[src/rtl/adder_seq_ctrl.sv]
// adder_seq_ctrl: performs an NBYTES-wide addition by running a single
// 8-bit adder once per byte, least-significant byte first. The carry between
// bytes is held in a register. A start/busy/done handshake frames each
// operation.
module adder_seq_ctrl #(
  parameter int unsigned NBYTES = 4
) (
  input  logic                  clk,
  input  logic                  rst,
  input  logic                  start,
  input  logic [8*NBYTES-1:0]   a,
  input  logic [8*NBYTES-1:0]   b,
  input  logic                  cin,
  output logic                  busy,
  output logic                  done,
  output logic [8*NBYTES-1:0]   sum,
  output logic                  cout
);

  localparam int unsigned W  = 8 * NBYTES;
  localparam int unsigned IW = (NBYTES > 1) ? $clog2(NBYTES) : 1;
  localparam logic [IW-1:0] LAST = IW'(NBYTES - 1);

  typedef enum logic [1:0] {
    IDLE,
    RUN,
    DONE
  } state_t;

  state_t        state, state_d;
  logic [W-1:0]  a_sr, b_sr, res_sr, res_next;
  logic          carry_r;
  logic [IW-1:0] idx;
  logic [7:0]    add_sum;
  logic          add_cout;
  logic          accept;
  logic          last;

  // The one shared 8-bit adder, plus the result register's next value with
  // the new byte entering at the top (written as a shift so NBYTES=1 works).
  always_comb begin
    {add_cout, add_sum} = {1'b0, a_sr[7:0]} + {1'b0, b_sr[7:0]} + {8'd0, carry_r};
    res_next = (res_sr >> 8) | (W'(add_sum) << (W - 8));
  end

  // Handshake decode: operands are taken only from IDLE or DONE.
  always_comb begin
    accept = start && ((state == IDLE) || (state == DONE));
    last   = (state == RUN) && (idx == LAST);
  end

  // Next-state logic.
  always_comb begin
    state_d = state;
    unique case (state)
      IDLE:    if (start) state_d = RUN;
      RUN:     if (idx == LAST) state_d = DONE;
      DONE:    state_d = start ? RUN : IDLE;
      default: state_d = IDLE;
    endcase
  end

  // State register, with busy/done registered from the next state.
  always_ff @(posedge clk) begin
    if (rst) begin
      state <= IDLE;
      busy  <= 1'b0;
      done  <= 1'b0;
    end else begin
      state <= state_d;
      busy  <= (state_d == RUN);
      done  <= (state_d == DONE);
    end
  end

  // Operand capture, byte-serial datapath and the result/carry outputs.
  always_ff @(posedge clk) begin
    if (rst) begin
      a_sr    <= '0;
      b_sr    <= '0;
      res_sr  <= '0;
      carry_r <= 1'b0;
      idx     <= '0;
      sum     <= '0;
      cout    <= 1'b0;
    end else if (accept) begin
      a_sr    <= a;
      b_sr    <= b;
      carry_r <= cin;
      idx     <= '0;
    end else if (state == RUN) begin
      a_sr    <= a_sr >> 8;
      b_sr    <= b_sr >> 8;
      res_sr  <= res_next;
      carry_r <= add_cout;
      idx     <= idx + 1'b1;
      if (last) begin
        sum  <= res_next;
        cout <= add_cout;
      end
    end
  end

endmodule

[config.mk]
export PLATFORM = sky130hd
export DESIGN_NAME = adder_seq_ctrl
export DESIGN_NICKNAME = d
export VERILOG_FILES = /design/src/rtl/adder_seq_ctrl.sv
export SDC_FILE = /design/constraint.sdc
export NUM_CORES = 1
export LEC_CHECK = 0
export BUFFER_PORTS_ARGS = -buffer_cell sky130_fd_sc_hd__buf_2
export CORE_MARGIN = 3
export CORE_UTILIZATION = 30
export CTS_BUF_LIST = sky130_fd_sc_hd__clkbuf_4
export DETAILED_ROUTE_END_ITERATION = 10
export PLACE_DENSITY = 0.6
export SLEW_MARGIN = 30
export SYNTH_ARGS = -nofsm -noshare
export SYNTH_HDL_FRONTEND = slang
export SYNTH_SLANG_ARGS = --single-unit
[constraint.sdc]
create_clock -name clk -period 2.3 [get_ports clk]
set_clock_uncertainty 0.05 [all_clocks]
set_input_delay 0.46 -clock clk [delete_from_list [all_inputs] [get_ports clk]]
set_output_delay 0.46 -clock clk [all_outputs]
set_load 0.005 [all_outputs]
==> impl_metrics.tcl <==
set metrics [dict create \
    viasPerCell 4.710 \
    ctsHoldBuffers 0 \
    crit_type "flop to flop" \
    end_kind "flop" \
    nFillCells 1793 \
    hold_viol_final 0 \
    grt_usage 0.1405 \
    setup.worst_path.start_class "flop" \
    layout.nets 739 \
    yosysWarnings 0 \
    gp_congestion 0.7895 \
    cap_violations 0 \
    dr.pass1.iters 4 \
    core-area_sq_mm 0.01600 \
    tightestPinTransition_ps 618.5 \
    hold_end "a_sr[29]" \
    dp_cells 858 \
    place_area_sq_mm 0.005668 \
    grt_max_degree 69 \
    min-delay-start "a[29]" \
    setup_viol 0 \
    wl_per_cell_um 13.85 \
    rows 46 \
    cts_root_buf "clkbuf_4" \
    num_vias 4192 \
    synth_area_sq_mm 0.004930 \
    final_util 0.3720 \
    slew_headroom 0.5867 \
    rsz0062_at_grt "no" \
    fmaxAchievable_mhz 504.0 \
    tns_ps 0 \
    dp_hpwl_um 8393 \
    port_buffers 102 \
    die-height_um 134.2 \
    yosys.area.top_type "dfxtp_1" \
    r2r-start "a_sr[0]" \
    fin_crit_ps 1984 \
    arrival_ps 2320 \
    clock_sinks 128 \
    crit_slowest_cell "fa_1" \
    rr_worst_depth 8 \
    cp_slowest_stage_delay_ps 440 \
    cpLargestDelayFamily "adder cells" \
    crit_fanout 2 \
    ctsLongestPathBuffers 2 \
    drcViolationCount 0 \
    initial_core_util 0.3081 \
    rrSetupSlack_ps 320 \
    dieArea_sq_mm 0.01801 \
    clock_latency_ps 530 \
    layout-drive-gt1-share 0.2214 \
    grt_pass1_vias 4081 \
    crit_chain "fa_1 > inv_1 > fa_1 > nor2b_1 > o2111ai_1 > nand3b_1 > a31oi_1 > a211oi_1" \
    ir_drop_uv 384.1 \
    finalInstanceArea_sq_mm 0.005952 \
    timing.critical_path.buf_inv 1 \
    areaGrowthSynthToFinish_pct 20.74 \
    drt-initial-drc-count 247 \
    hold-path-cell-count 3 \
    leakage_uw 0.002307 \
    clkSlewWorstSetupHoldPaths_ps 110 \
    netlist.area_leader.share 0.5198 \
    hold_class "input pin to flop" \
    cts_setup_buffers 0 \
    pin_count 103 \
    yosysUniqueCellTypes 34 \
    grt_pass1_wl_um 20430 \
    htreeDepth 4 \
    finalNonFillerCells 890 \
    synth_nets 652 \
    numCtsBuffers 17 \
    antenna_left 0 \
    drt_wl_total_um 12320 \
    synthTopCellsByArea "dfxtp_1 (52%), nand2_1 (11%), a21oi_1 (10%)" \
    slew_violations 0 \
    p_per_area_mw_per_mm2 740.5 \
    dieWidth_um 134.2 \
    synthesis.instances 574 \
    cts_tree "built" \
    fin_crit_sh 0.8626 \
    overflow 0 \
    synth_seq_area_share 0.5198 \
    antenna_found_initial 2 \
    setup_ws_ps 316.0 \
    crit_required_ps 2640 \
    avgSynthCellArea_sq_um 8.588 \
    cp_common_cell "fa_1" \
    cts.repair.resized 0 \
    ys_ff_latch 128 \
    pre_cts_slack_ps 333.6 \
    status "complete, no violations" \
    r2r-end "cout" \
]
## registers in the layout, indices dropped and copies added, names as in the netlist, 2 cells and up
name / cells
state: 2
b_sr: 32
res_sr: 24
sum: 32
a_sr: 32
idx: 2
## layer usage
layer	share of wire	GRT usage
met1	0.47	0.1869
met2	0.43	0.2061
met3	0.077	0.05401
met4	0.017	0.05430
met5	0.0020	0
## placed cells by master, fill, tap and decap left out, drive strengths merged, types with 6 or more instances in the layout
cell type  instances
nand2            145
dfxtp            128
buf              116
a21oi             99
a22oi             65
nor2              26
clkbuf            22
nand3b             8
ha                 8
clkinv             6
## worst max path at each step
stage	start	end	slack, ps	cells after the start
floorplan	a_sr[0]	cout	500	8
global placement	a_sr[0]	cout	370	8
detailed placement	a_sr[0]	cout	330	8
CTS	a_sr[0]	cout	310	8
global route	a_sr[0]	cout	140	8
finish	a_sr[0]	cout	320	8
## synth_stat cells (all sizes together)
library cell  count
a211o             2
a211oi            3
a21boi            1
a21o              2
a21oi            99
a22oi            65
a31oi             1
and2              2
and2b             1
buf              27
clkbuf           21
dfxtp           128
fa                2
ha                8
inv               3
mux2i             1
nand2           145
nand2b            4
nand3             1
nand3b            8
nor2             26
nor2b             2
nor3              4
nor3b             2
nor4b             2
o2111ai           1
o21a              1
o21ai             3
o22ai             1
o31ai             3
xnor2             5
## tightest hold or removal path, delay by kind of cell
| family | cells | cell delay [ps] |
|---|---|---|
| buffers and inverters | 1 | 70 |
| AND/OR/NAND/NOR | 1 | 70 |
| AO/OA/AOI/OAI | 1 | 70 |
## power breakdown
group / leakage (uW) / switching, uW / internal [uW]
clock network: 0.000160 / 771 / 793
registers: 0.00104 / 55.7 / 2310
logic: 0.00110 / 278 / 199
## area by class of cell
| cell class | count | area, sq um | area share |
|---|---|---|---|
| flip-flops and latches | 128 | 2562 | 0.4305 |
| multi-input cells | 395 | 2156 | 0.3622 |
| repair buffers | 116 | 668.1 | 0.1123 |
| well taps | 216 | 270.3 | 0.04541 |
| clock buffers | 22 | 165.2 | 0.02775 |
| clock inverters | 9 | 116.4 | 0.01955 |
| inverters | 3 | 11.26 | 0.001892 |
| diodes | 1 | 2.502 | 0.0004204 |
## cell families (layout without fill, tap and decap cells)
family | after synthesis | after routing | synth area share
XOR/XNOR | 5 | 5 | 0.008883
other | 0 | 1 | 0
AO/OA/AOI/OAI | 182 | 182 | 0.2284
buffers and inverters | 51 | 150 | 0.04619
AND/OR/NAND/NOR | 197 | 197 | 0.1662
adder cells (fa/ha/maj) | 10 | 10 | 0.02843
multiplexers | 1 | 1 | 0.002031
flip-flops | 128 | 128 | 0.5198
## per-stage QoR
step	hold slack, ps	total power [uW]
after global placement	391.1	2893
after floorplan	382.1	2725
final	121.8	4407
after global routing	88.47	4625
after CTS	74.06	4468
after detailed placement	394.2	2901
(Power assumes the default switching activity.)
